[config.mk]
export PLATFORM = sky130hd
export DESIGN_NAME = instruction_fetch
export DESIGN_NICKNAME = d
export VERILOG_FILES = /design/src/rtl/ifetch_pkg.sv /design/src/rtl/ifetch_fifo.sv /design/src/rtl/instruction_fetch.sv
export SDC_FILE = /design/constraint.sdc
export NUM_CORES = 1
export LEC_CHECK = 0
export ABC_AREA = 1
export CAP_MARGIN = 0
export CORE_MARGIN = 1.5
export CORE_UTILIZATION = 55
export CTS_CLUSTER_DIAMETER = 120
export CTS_CLUSTER_SIZE = 8
export DETAILED_ROUTE_END_ITERATION = 16
export HOLD_SLACK_MARGIN = 0.02
export PLACE_DENSITY = 0.9
export SETUP_SLACK_MARGIN = 0.2
export SLEW_MARGIN = 20
export SYNTH_ARGS = -nofsm -noshare
export SYNTH_HDL_FRONTEND = slang
export SYNTH_SLANG_ARGS = --single-unit
[constraint.sdc]
create_clock -name clk -period 5.39 [get_ports clk]
set_input_delay 1.3475 -clock clk [delete_from_list [all_inputs] [get_ports clk]]
set_output_delay 1.3475 -clock clk [all_outputs]
set_load 0.02 [all_outputs]
[src/rtl/ifetch_pkg.sv]
// -----------------------------------------------------------------------------
// ifetch_pkg
//
// Shared types and constants for the instruction fetch block.
//
// Contents:
//   fetch_entry_t  - one buffered fetch: byte PC plus the instruction word.
//   WORD_SHIFT     - shift that turns a byte PC into a word index.
//   INST_NOP       - canonical RISC-V NOP (addi x0, x0, 0). Decode uses it
//                    when it has to squash a slot.
//   alignPc()      - clears the two low bits of a byte PC.
// -----------------------------------------------------------------------------
package ifetch_pkg;

    typedef struct packed {
        logic [31:0] pc;
        logic [31:0] inst;
    } fetch_entry_t;

    localparam int          WORD_SHIFT = 2;
    localparam logic [31:0] INST_NOP   = 32'h0000_0013;

    // Instructions are always word aligned, so the low two bits of any
    // requested PC are dropped rather than treated as an error.
    function automatic logic [31:0] alignPc(input logic [31:0] pc);
        return pc & ~32'h0000_0003;
    endfunction

endpackage

[src/rtl/ifetch_fifo.sv]
// -----------------------------------------------------------------------------
// ifetch_fifo
//
// Small synchronous FIFO of fetch_entry_t that buffers fetched instructions
// between the memory read and decode.
//
// Parameters:
//   DEPTH  - number of entries; power of two, at least 2.
//
// Ports:
//   clk    in   clock, all state changes on the rising edge
//   reset  in   synchronous active-high reset; also clears the storage
//   flush  in   drop every buffered entry (storage contents kept)
//   push   in   write din at the tail
//   pop    in   retire the head entry
//   din    in   entry to write
//   dout   out  head entry
//   count  out  number of valid entries, 0..DEPTH
// -----------------------------------------------------------------------------
module ifetch_fifo
    import ifetch_pkg::*;
#(
    parameter int DEPTH = 2
) (
    input  logic                       clk,
    input  logic                       reset,
    input  logic                       flush,
    input  logic                       push,
    input  logic                       pop,
    input  fetch_entry_t               din,
    output fetch_entry_t               dout,
    output logic [$clog2(DEPTH):0]     count
);

    localparam int PW = $clog2(DEPTH);
    localparam int CW = PW + 1;

    fetch_entry_t          entries_q [DEPTH];
    logic [PW-1:0]         rdPtr_q;
    logic [PW-1:0]         wrPtr_q;
    logic [CW-1:0]         count_q;
    logic [CW-1:0]         count_d;
    logic                  doPush;
    logic                  doPop;

    // Qualify the requests against the occupancy. A push into a full buffer
    // is only accepted when the head leaves in the same cycle, which is what
    // keeps full-rate streaming going without a bubble.
    always_comb begin
        doPop   = pop && (count_q != '0);
        doPush  = push && ((count_q != CW'(DEPTH)) || doPop);
        count_d = count_q + CW'(doPush) - CW'(doPop);
    end

    // Pointers wrap naturally because DEPTH is a power of two. Reset wipes
    // the storage so the head reads as zero afterwards; a flush only rewinds
    // the pointers since stale words behind count = 0 are never presented.
    always_ff @(posedge clk) begin
        if (reset) begin
            for (int i = 0; i < DEPTH; i++) begin
                entries_q[i] <= '0;
            end
            rdPtr_q <= '0;
            wrPtr_q <= '0;
            count_q <= '0;
        end else if (flush) begin
            rdPtr_q <= '0;
            wrPtr_q <= '0;
            count_q <= '0;
        end else begin
            if (doPush) begin
                entries_q[wrPtr_q] <= din;
                wrPtr_q            <= wrPtr_q + PW'(1);
            end
            if (doPop) begin
                rdPtr_q <= rdPtr_q + PW'(1);
            end
            count_q <= count_d;
        end
    end

    assign dout  = entries_q[rdPtr_q];
    assign count = count_q;

endmodule

[src/rtl/instruction_fetch.sv]
// -----------------------------------------------------------------------------
// instruction_fetch
//
// Fetch front end of the RISC-V core. Owns the program counter, reads one
// word per cycle from a combinational instruction memory, buffers the result
// in ifetch_fifo and presents it to decode over a valid/ready handshake.
// Branch resolution can redirect the PC at any time, which also empties the
// buffer.
//
// Build option:
//   IFETCH_BYPASS_EN - when defined, a fetch into an empty buffer is shown
//                      to decode in the same cycle; if decode takes it, the
//                      entry never enters the buffer.
//
// Parameters:
//   RESET_PC  - byte address fetched first after reset (word aligned)
//   DEPTH     - fetch buffer entries (power of two, >= 2)
//
// Ports:
//   clk             in   clock
//   reset           in   synchronous active-high reset
//   mem_addr        out  word index into instruction memory (pc >> 2)
//   mem_re          out  read enable, high in every cycle a fetch happens
//   mem_rdata       in   word at mem_addr, same cycle
//   redirect_valid  in   load redirect_pc and drop buffered instructions
//   redirect_pc     in   new byte PC, low two bits ignored
//   inst_valid      out  head instruction available
//   inst_ready      in   decode accepts the head instruction
//   inst_data       out  head instruction word
//   inst_pc         out  byte PC of the head instruction
// -----------------------------------------------------------------------------
module instruction_fetch
    import ifetch_pkg::*;
#(
    parameter logic [31:0] RESET_PC = 32'h0000_0000,
    parameter int          DEPTH    = 2
) (
    input  logic        clk,
    input  logic        reset,
    output logic [31:0] mem_addr,
    output logic        mem_re,
    input  logic [31:0] mem_rdata,
    input  logic        redirect_valid,
    input  logic [31:0] redirect_pc,
    output logic        inst_valid,
    input  logic        inst_ready,
    output logic [31:0] inst_data,
    output logic [31:0] inst_pc
);

    localparam int CW = $clog2(DEPTH) + 1;

    logic [31:0]   pc_q;
    logic [31:0]   pc_d;
    logic [CW-1:0] fifoCount;
    fetch_entry_t  fifoHead;
    fetch_entry_t  fifoDin;
    logic          fifoValid;
    logic          fifoPop;
    logic          fetch;
    logic          push;
    logic          bypassHit;

    // A fetch is allowed whenever there is room, or when the buffer is full
    // but its head is leaving this cycle. The pop term is built from the
    // buffer's own valid rather than inst_valid so that the bypass path
    // cannot close a combinational loop through inst_ready.
    always_comb begin
        fifoValid = (fifoCount != '0);
        fifoPop   = fifoValid && inst_ready;
        fetch     = !reset && !redirect_valid
                    && ((fifoCount < CW'(DEPTH)) || fifoPop);
    end

`ifdef IFETCH_BYPASS_EN
    // Empty buffer plus a fetch: forward the memory word straight to decode.
    assign bypassHit = fetch && !fifoValid;
`else
    assign bypassHit = 1'b0;
`endif

    // A bypassed word that decode accepts on the spot is already consumed
    // and must not be buffered a second time.
    always_comb begin
        push    = fetch && !(bypassHit && inst_ready);
        fifoDin = '{pc: pc_q, inst: mem_rdata};
    end

    // Redirect wins over a fetch in the same cycle; the PC only advances on
    // an actual fetch and silently wraps at the top of the address space.
    always_comb begin
        pc_d = pc_q;
        if (redirect_valid) begin
            pc_d = alignPc(redirect_pc);
        end else if (fetch) begin
            pc_d = pc_q + 32'd4;
        end
    end

    // Program counter register.
    always_ff @(posedge clk) begin
        if (reset) begin
            pc_q <= RESET_PC;
        end else begin
            pc_q <= pc_d;
        end
    end

    ifetch_fifo #(
        .DEPTH (DEPTH)
    ) u_fifo (
        .clk   (clk),
        .reset (reset),
        .flush (redirect_valid),
        .push  (push),
        .pop   (fifoPop),
        .din   (fifoDin),
        .dout  (fifoHead),
        .count (fifoCount)
    );

    // The address is driven every cycle, even without a read, so the
    // memory sees a stable index.
    assign mem_addr   = pc_q >> WORD_SHIFT;
    assign mem_re     = fetch;
    assign inst_valid = fifoValid || bypassHit;
    assign inst_data  = bypassHit ? mem_rdata : fifoHead.inst;
    assign inst_pc    = bypassHit ? pc_q      : fifoHead.pc;

endmodule
Word-level counts from Yosys, hierarchy flattened

Memories as Yosys holds them, arrays and structs flattened. A register that Yosys moved wholly into a read port is not among the register bits.
Index checks and enable logic that the tools add are counted.

$add $sub $neg: 5
Magnitude comparators: 1
Eq/ne operators: 1
Multiplexer cells: 13
Reduce and logical (&&, ||, !) cells: 13

Operators with widths:

| kind                    | count |
|---|---|
| $mux W32                | 2 |
| $mux W64                | 1 |
| $reduce_or A64 Y1       | 1 |
| $add A32 B3 Y32 const B | 1 |
| $mux W1                 | 10 |
| $logic_and A1 B1 Y1     | 5 |
| $reduce_bool A2 Y1      | 2 |
| $add A1 B1 Y1 const B   | 2 |
| $add A2 B1 Y2           | 1 |
| $logic_not A1 Y1        | 2 |
| $logic_or A1 B1 Y1      | 2 |
| $lt A2 B2 Y1 const B    | 1 |
| $ne A2 B2 Y1 const B    | 1 |
| $reduce_or A2 Y1        | 1 |
| $sub A2 B1 Y2           | 1 |

Bits in registers: 36
Bits in writable memories: 128
Input port bits: 68
Output and inout bits: 98
Logic and storage cells: 39
Memories: 1

Memories:

| name             | depth | bits a word | rd ports | clocked after Yosys merged registers in | write ports | line              | text |
|---|---|---|---|---|---|---|---|
| u_fifo.entries_q | 2     | 64          | 1        | 1                                       | 2           | ifetch_fifo.sv:38 | `fetch_entry_t entries_q [DEPTH];` |

Longest topological paths before layout

Gate-level depths: netlist of the first run.

Word-level depth: 11
Depth in mapped cells: 10
Gate-level depth less buffers: 10

Cells and area by module

Synthesis of the first run repeated with hierarchy kept, for this count alone.

Cells, all modules: 828
Area, all modules: 8164.1 um^2

Modules (own cells, without submodules):

| module            | instances | cells an instance | area an instance (um^2) |
|---|---|---|---|
| ifetch_fifo       | 1         | 449               | 5819.3 |
| instruction_fetch | 1         | 379               | 2344.7 |

Worst setup path before layout of the first run

OpenSTA, ideal clock, no wires.

Kind: input to register
Start point: input redirect_valid
End point: memory u_fifo.entries_q[1][0] (netlist name), enable pin
Library setup time: 0.421 ns
Arrival: 3.540 ns
Data required time: 4.969 ns
Slack: 1.429 ns
Cell stages on the path: 9
Path buffers: 2
Cells stage by stage: buf_4 -> inv_4 -> nand2_4 -> nor2_8 -> inv_2 -> nor2_2 -> inv_2 -> buf_2 -> nand2_1

RTL lines:

| item            | line                    | text |
|---|---|---|
| start, declared | instruction_fetch.sv:43 | `input logic redirect_valid,` |
| end, declared   | ifetch_fifo.sv:38       |  |

Worst setup path after layout of the first run

Start point: input reset
End point: output mem_re

Word-level cells in the longest chain between the ends: 3

Ends and longest elaborated chain:

| item                | line                    | text |
|---|---|---|
| start, declared     | instruction_fetch.sv:39 | `input logic reset,` |
| $logic_not A1 Y1    | instruction_fetch.sv:71 | `fetch = !reset && !redirect_valid` |
| $logic_and A1 B1 Y1 | instruction_fetch.sv:71 |  |
| $logic_and A1 B1 Y1 | instruction_fetch.sv:72 | `&& ((fifoCount < CW'(DEPTH)) \|\| fifoPop);` |
| end, declared       | instruction_fetch.sv:41 | `output logic mem_re,` |

No other way between the ends.

==> metrics.txt, run 1 <==
Num Clock Sinks=159; Mapped Avg Cell Area=9.67 um2; GR Util All Layers=0.251; pwr dens=299 nW/um2; CTS root buf=clkbuf_16; post-synthesis sequential element count=159; final worst path period share=0.847; DRT Pass-1 Iters=5; first-pass GRT wire length=27900 um; CTS Buf Count=17; Yosys top cell by area=edfxtp_1; n_diodes=0; CTS tree=yes; routing usage on met1=0.327; core footprint=13400 um2; EDFF count, synth=124; RD Place Congestion=0.913; # setup viols final=0; vias in the first global route=5668; Commonest cells post-synth=nor2_1, nand2_1, edfxtp_1; Worst Hold Margin=473 ps; post-CTS setup repair buffer count=0; library cells used by synthesis=38; DRT Wirelength=17900 um; HP Class=register to register; Avg WL per Cell=15.9 um; DR vias=5991; Die ar.=14600 um2; top_reg_cell synth=edfxtp_1; starting density of the core=0.568; Vias/cell=5.31; maximum VDD drop=211 uV; drt initial violations=546; Final Cell Area=9850 um2; Hold Buf Count CTS=0; layer with the highest usage=met2; Worst Path Required=4040 ps; htree depth=4; Area contributors post-synth=edfxtp_1, nor2_1, dfxtp_1; Clock Pin Slew Worst Setup and Hold Paths=60 ps; CP Data Arrival Time=3220 ps; grt ovf=0; Post-Synthesis Cells=787; Slew @ Worst Pin=1020 ps; share of layout cells above drive strength 1=0.137; Final Skew=5.14 ps; setup slack after layout=822 ps; Layout area overhead=29.4%; sequential fraction of the synthesis area=0.581; row cnt=42; met3 Usage GRT=0.0566; Slew headroom=0.321; TNS Setup=0 ps; Async SR Flop Fraction=0; Placed Area=9320 um2; Yosys top cell area share=0.489; pre-CTS setup slack=839 ps; CTS resizes=0; final core utilization=0.735; crit end category=primary output; met2 Use GR=0.417; Post-Syn Area=7610 um2; Die H=121 um; Pleak=3.74 nW; yosys warns=0; status=complete, no violations; DIE WIDTH=121 um; crit path max fanout=25; initial antenna violation count=0; Final nets=1010; Routed Antenna Nets=0; worst skew pair latency=420 ps; f_max=219 MHz; final hold violations=0; port bufs=159; DP Wirelength=12000 um; max-slew violations=0; Ports=166; most frequent cell after synthesis=nor2_1; RSZ-0062 raised after global routing=no; largest net degree at the start of global routing=64; Remaining DRCs=0; Clock Tree Buf Depth=2; crit start category=primary input; Worst Path Class, Setup=primary input to primary output; Max-Cap Viols=0; Tmin final=4570 ps
power by group:
group | total [W] | leakage (nW) | switching [W] | internal, W
logic | 0.000425 | 1.88 | 0.000229 | 0.000196
clock network | 0.00108 | 0.265 | 0.000481 | 0.000600
registers | 0.00144 | 1.59 | 0.0000430 | 0.00139
through the flow:
stage / instances / total power [W]
finish: 1128 / 0.00294
CTS: 1128 / 0.00296
floorplan: 790 / 0.00168
global placement: 1096 / 0.00188
global route: 1128 / 0.00305
detailed placement: 1096 / 0.00189
critical path, stage by stage:
cell,delay [ps]
clkdlybuf4s50_1,430
inv_2,240
nand2_4,150
nor2_8,370
clkdlybuf4s50_1,690
layout make-up:
class | count | area [um2]
Clock buffer | 19 | 443
Clock inverter | 13 | 85.1
Fill cell | 999 | 3550
Inverter | 83 | 314
Multi-Input combinational cell | 510 | 2690
Sequential cell | 159 | 4430
Tap cell | 176 | 220
Timing Repair Buffer | 168 | 1670
placed cells by master, fill, tap and decap left out, types with 2 or more instances in the layout:
cell type        count
clkinv_2             3
inv_4                7
a21oi_1             28
o21ai_0              9
nand2_1            125
clkbuf_16           17
o32ai_1              2
a211oi_1             4
conb_1               4
mux2_2              62
nand2_2              5
or2_0                2
clkdlybuf4s50_1    159
clkinvlp_4           2
edfxtp_1           124
nor2_2               5
ha_1                 3
buf_4                8
inv_2                4
a31oi_1              4
o211ai_1             4
nor2_4               5
inv_1               78
dfxtp_1             34
nand3_1             38
or2_2                4
nor3_1               2
nor2_1             194
worst paths after layout:
path,to,slack [ps],depth (start not counted),start
worst max-delay path,mem_re,820,5,reset
worst min-delay path,u_fifo.wrPtr_q,470,2,u_fifo.wrPtr_q
worst max register to register,u_fifo.entries_q[1][53],3080,8,u_fifo.count[1]
worst min register to register,u_fifo.wrPtr_q,470,2,u_fifo.wrPtr_q
kinds of logic after synthesis:
family / Yosys count / synth area share
and+or+nand+nor: 384 / 0.209
DFF: 159 / 0.581
buffers and inverters: 121 / 0.0676
muxes: 62 / 0.0917
AOI/OAI and AO/OA: 56 / 0.0440
adders and majority gates: 3 / 0.00493
other: 1 / 0.000493
xor gates and xnor gates: 1 / 0.00115
flip-flops by register name, summed over array words and instances, names as in the netlist, named ones only:
register          count
pc_q                 30
u_fifo.count          2
u_fifo.entries_q    124
u_fifo.rdPtr_q        1
u_fifo.wrPtr_q        1
routing by layer:
metal | wire, um | part of all wire | up-vias
met1 | 7310 | 0.41 | 2814
li1 | - | - | 2894
met5 | 0 | 0 | -
met4 | 230 | 0.013 | 0
met2 | 8910 | 0.50 | 263
met3 | 1480 | 0.082 | 20
No activity file was read; power rests on OpenSTA's default activity.
==> run 2, diff against run 1 <==
--- a/config.mk
+++ b/config.mk
@@ -8,12 +8,12 @@
 export ABC_AREA = 1
 export CAP_MARGIN = 0
 export CORE_MARGIN = 1.5
-export CORE_UTILIZATION = 55
+export CORE_UTILIZATION = 46
 export CTS_CLUSTER_DIAMETER = 120
 export CTS_CLUSTER_SIZE = 8
 export DETAILED_ROUTE_END_ITERATION = 16
 export HOLD_SLACK_MARGIN = 0.02
-export PLACE_DENSITY = 0.9
+export PLACE_DENSITY = 0.81
 export SETUP_SLACK_MARGIN = 0.2
 export SLEW_MARGIN = 20
 export SYNTH_ARGS = -nofsm -noshare
==> constraint.sdc (replaced) <==
create_clock -name clk -period 4.2 [get_ports clk]
set_input_delay 1.05 -clock clk [delete_from_list [all_inputs] [get_ports clk]]
set_output_delay 1.05 -clock clk [all_outputs]
set_load 0.02 [all_outputs]
==> run 2 against run 1 <==
Worst hold slack got worse by 1.5 ps. Utilization shrank 11 points. Sequential cell count did not move. Sequential power grew 28%. Cell area rose by 1.3%. Clock-buffer cell count up 1. Cell count up 3.7%. Non-clock buffer count rose by 3. Routed wire length up 0.13%. Largest power group unchanged.
==> metrics.txt, run 2 (synthesized netlist as in run 1, its figures left out) <==
status=complete, no violations; Final Skew=7.98 ps; # setup viols final=0; pre-CTS setup slack=622 ps; core footprint=16000 um2; RSZ-0062 raised after global routing=no; DRT Pass-1 Iters=5; Clock Power Share=0.379; largest register by flop count=u_fifo.entries_q; grt ovf=0; share of layout cells above drive strength 1=0.134; Pleak=3.75 nW; initial antenna violation count=0; drt initial violations=431; final hold violations=0; n_diodes=0; Layout area overhead=31.1%; CTS tree=yes; WL met3=1090 um; crit path max fanout=7; maximum VDD drop=295 uV; Num Clock Sinks=159; HP Class=register to register; Routed Antenna Nets=0; max-slew violations=0; GR Util All Layers=0.213; starting density of the core=0.476; Worst Path Required=3150 ps; DP Wirelength=12300 um; largest net degree at the start of global routing=64; Vias/cell=4.99; port bufs=159; TNS Setup=0 ps; htree depth=4; DRT Wirelength=18000 um; setup slack after layout=741 ps; Clock Tree Buf Depth=2; Sw Ratio=0.244; f_max=289 MHz; commonest non-fill, non-tap cell in the layout=nor2_1; Most common cell on crit path=clkdlybuf4s50_1; post-CTS setup repair buffer count=0; row cnt=46; Die ar.=17300 um2; worst skew pair latency=420 ps; NetSw=0.000940 W; Largest register FFs=124; Worst Path Class, Setup=primary input to primary output; Slew headroom=0.517; Avg WL per Cell=15.3 um; RD Place Congestion=0.883; M1 WL=7710 um; CTS resizes=0; Met2 Wirelength=8800 um; final worst path period share=0.824; CP Data Arrival Time=2410 ps; Slew @ Worst Pin=724 ps; Hold Buf Count CTS=0; Clock Pin Slew Worst Setup and Hold Paths=60 ps; pwr dens=386 nW/um2; most frequent cells in the layout=nor2_1, clkdlybuf4s50_1, nand2_1; CTS Buf Count=17; Crit path largest cell delay=610 ps; Max-Cap Viols=0; critical-path cell list=clkdlybuf4s50_1 -> inv_2 -> nand2_4 -> nor2_8 -> clkdlybuf4s50_1; Die H=132 um; CTS root buf=clkbuf_16; vias in the first global route=5717; Max Used Layer=met4; Remaining DRCs=0; Gate power share=0.143; DIE WIDTH=132 um; Tmin final=3460 ps; first-pass GRT wire length=28800 um; Crit-path slowest cell=clkdlybuf4s50_1; Seq pwr share=0.478; fillers=1358; Ports=166; crit start category=primary input; DR vias=5842; crit end category=primary output; Int Power=0.00291 W; Final nets=1013
-- run 2: routing by layer --
metal	up-vias	global-route usage
met3	30	0.0386
met2	216	0.358
met1	2708	0.276
met5	-	0
met4	0	0.0790
li1	2888	-
-- run 2: stage by stage --
| stage | hold WS (ps) | cells | area, um2 | util | total power, W |
|---|---|---|---|---|---|
| floorplan | 440 | 790 | 7620 | - | 0.00216 |
| detailed placement | 459 | 1139 | 9420 | 0.589 | 0.00243 |
| finish | 472 | 1170 | 9980 | 0.624 | 0.00385 |
| global placement | 449 | 1139 | 9420 | 0.589 | 0.00242 |
| global route | 501 | 1170 | 9980 | 0.624 | 0.00398 |
| CTS | 468 | 1170 | 9980 | 0.624 | 0.00388 |
-- run 2: final cells by class --
class	instances	area (um2)	share of cell area
clock inverter	11	119	0.0119
multi-input combinational	510	2690	0.270
clock buffer	20	437	0.0438
inverter	83	314	0.0315
sequential	159	4430	0.444
timing repair buffer	171	1720	0.172
tap	216	270	0.0271
-- run 2: worst paths after layout --
kind | startpoint | endpoint | slack, ps | cells past startpoint
max | reset | mem_re | 740 | 5
max reg2reg | u_fifo.count[1] | u_fifo.entries_q[1][18] | 1880 | 9
min reg2reg | u_fifo.wrPtr_q | u_fifo.wrPtr_q | 470 | 2
min | u_fifo.wrPtr_q | u_fifo.wrPtr_q | 470 | 2
-- run 2: worst max-delay path, delay by kind of cell --
family        cells  cell delay (ps)
simple gates      2              220
buf+inv           3             1140
-- run 2: power groups by stage --
| stage | clock network, W | logic (W) | registers, W |
|---|---|---|---|
| floorplan | 0 | 0.000275 | 0.00188 |
| global route | 0.00154 | 0.000595 | 0.00185 |
| CTS | 0.00148 | 0.000557 | 0.00184 |
| global placement | 0 | 0.000548 | 0.00187 |
| detailed placement | 0 | 0.000554 | 0.00187 |
| finish | 0.00146 | 0.000553 | 0.00184 |
==> run 3, diff against run 2 <==
--- a/config.mk
+++ b/config.mk
@@ -8,12 +8,12 @@
 export ABC_AREA = 1
 export CAP_MARGIN = 0
 export CORE_MARGIN = 1.5
-export CORE_UTILIZATION = 46
+export CORE_UTILIZATION = 51
 export CTS_CLUSTER_DIAMETER = 120
 export CTS_CLUSTER_SIZE = 8
 export DETAILED_ROUTE_END_ITERATION = 16
 export HOLD_SLACK_MARGIN = 0.02
-export PLACE_DENSITY = 0.81
+export PLACE_DENSITY = 0.84
 export SETUP_SLACK_MARGIN = 0.2
 export SLEW_MARGIN = 20
 export SYNTH_ARGS = -nofsm -noshare
==> constraint.sdc (replaced) <==
create_clock -name clk -period 3.2 [get_ports clk]
set_input_delay 0.8 -clock clk [delete_from_list [all_inputs] [get_ports clk]]
set_output_delay 0.8 -clock clk [all_outputs]
set_load 0.02 [all_outputs]
==> run 3 against run 2 <==
Register-to-register slack worse by 540 ps. Clock power is 37% higher. Sequential share of layout area is 0.21 points lower. Via count is 0.94% higher. Critical path depth is 2 lower. Total power is 34% higher. Non-clock buffer count is 4 higher. First-iteration DRC count is 1.2% lower. Cell count is 2.3% lower. Sequential cell count stayed put. Largest cell class unchanged.
==> metrics.txt, run 3 (synthesized netlist as in run 1, its figures left out) <==
DIE WIDTH=125 um; Worst path depth=3; pwr dens=513 nW/um2; TNS Setup=0 ps; largest net degree at the start of global routing=63; maximum VDD drop=348 uV; status=complete, no violations; Pleak=3.82 nW; initial antenna violation count=0; hold path cells=2; f_max=341 MHz; CP Data Arrival Time=2130 ps; Final nets=1017; DR vias=5897; worst skew pair latency=420 ps; Post-Layout Cell Count=1143; fillers=1150; Placed Area=9420 um2; crit path max fanout=29; Vias/cell=5.16; Die ar.=15700 um2; Routed Antenna Nets=0; CTS Buf Count=17; Num Clock Sinks=159; Reg2Reg Depth=9; max-slew violations=0; grt ovf=0; Tmin final=2930 ps; # setup viols final=0; commonest non-fill, non-tap cell in the layout=nor2_1; Die H=125 um; CP top delay family=buffers and inverters; Avg WL per Cell=15.5 um; Remaining DRCs=0; post-placement cell count=1110; CTS tree=yes; pre-CTS setup slack=234 ps; Final Skew=8.37 ps; RSZ-0062 raised after global routing=no; crit end category=primary output; Crit-path slowest cell=clkdlybuf4s50_1; Ports=166; multi-input combinational cell area=2690 um2; register area=4430 um2; GR Util All Layers=0.228; final core utilization=0.690; Largest register FFs=124; n_diodes=0; final worst path period share=0.915; final hold violations=0; row cnt=44; critical-path cell list=buf_12 -> mux2_2 -> clkdlybuf4s50_1; port bufs=159; Bufs and invs on worst path=2; post-CTS setup repair buffer count=0; Max-Cap Viols=0; first-pass GRT wire length=28100 um; DRT Pass-1 Iters=5; drt initial violations=426; vias in the first global route=5605; Layout area overhead=31.7%; Final Cell Area=10000 um2; htree depth=4; HP Class=register to register; RD Place Congestion=0.867; Crit path largest cell delay=580 ps; DRT Wirelength=17800 um; CTS root buf=clkbuf_16; starting density of the core=0.524; Worst Path Class, Setup=register to primary output; DP Wirelength=11600 um; Clock Pin Slew Worst Setup and Hold Paths=60 ps; crit start category=register; core footprint=14500 um2; largest register by flop count=u_fifo.entries_q; Clock Tree Buf Depth=2; Worst Path Required=2400 ps; most frequent cells in the layout=nor2_1, clkdlybuf4s50_1, nand2_1; share of layout cells above drive strength 1=0.140; setup slack after layout=272 ps
-- run 3: tightest hold or removal path: cells and delay by family (launching register included) --
family	cells	cell delay, ps
simple gates	1	70
flops	1	310
compound gates	1	60
-- run 3: timing repair --
action	CTS	global route
setup endpoints to repair	0	28
hold buffers	0	0
resized for setup	0	1
-- run 3: worst paths after layout --
| kind | startpoint | end | slack (ps) |
|---|---|---|---|
| worst min register to register | u_fifo.wrPtr_q | u_fifo.wrPtr_q | 480 |
| worst max register to register | u_fifo.count[1] | u_fifo.entries_q[1][4] | 1340 |
| worst min-delay path | u_fifo.wrPtr_q | u_fifo.wrPtr_q | 480 |
| worst max-delay path | register | inst_pc[28] | 270 |
-- run 3: final cells by class --
class                   count  share of cell area
flip-flops and latches    159               0.442
multi-input cells         510               0.269
repair buffers            175               0.178
clock buffers              20              0.0436
inverters                  83              0.0313
well taps                 184              0.0230
clock inverters            12              0.0142
-- run 3: layer usage --
layer,up-vias,routed length [um],track usage
met4,0,273,0.0822
met3,22,1090,0.0462
li1,2899,-,-
met1,2751,7730,0.304
met5,-,0,0
met2,225,8680,0.371
-- run 3: where the power goes --
part	leakage (nW)	internal (W)	switching, W
Sequential	1.59	0.00235	0.0000680
Combinational	1.95	0.000341	0.000389
Clock	0.281	0.00122	0.000780
-- run 3: through the flow --
stage	power, W	hold slack (ps)
global route	0.00532	510
detailed placement	0.00318	456
finish	0.00514	479
CTS	0.00516	482
global placement	0.00317	453
floorplan	0.00283	440
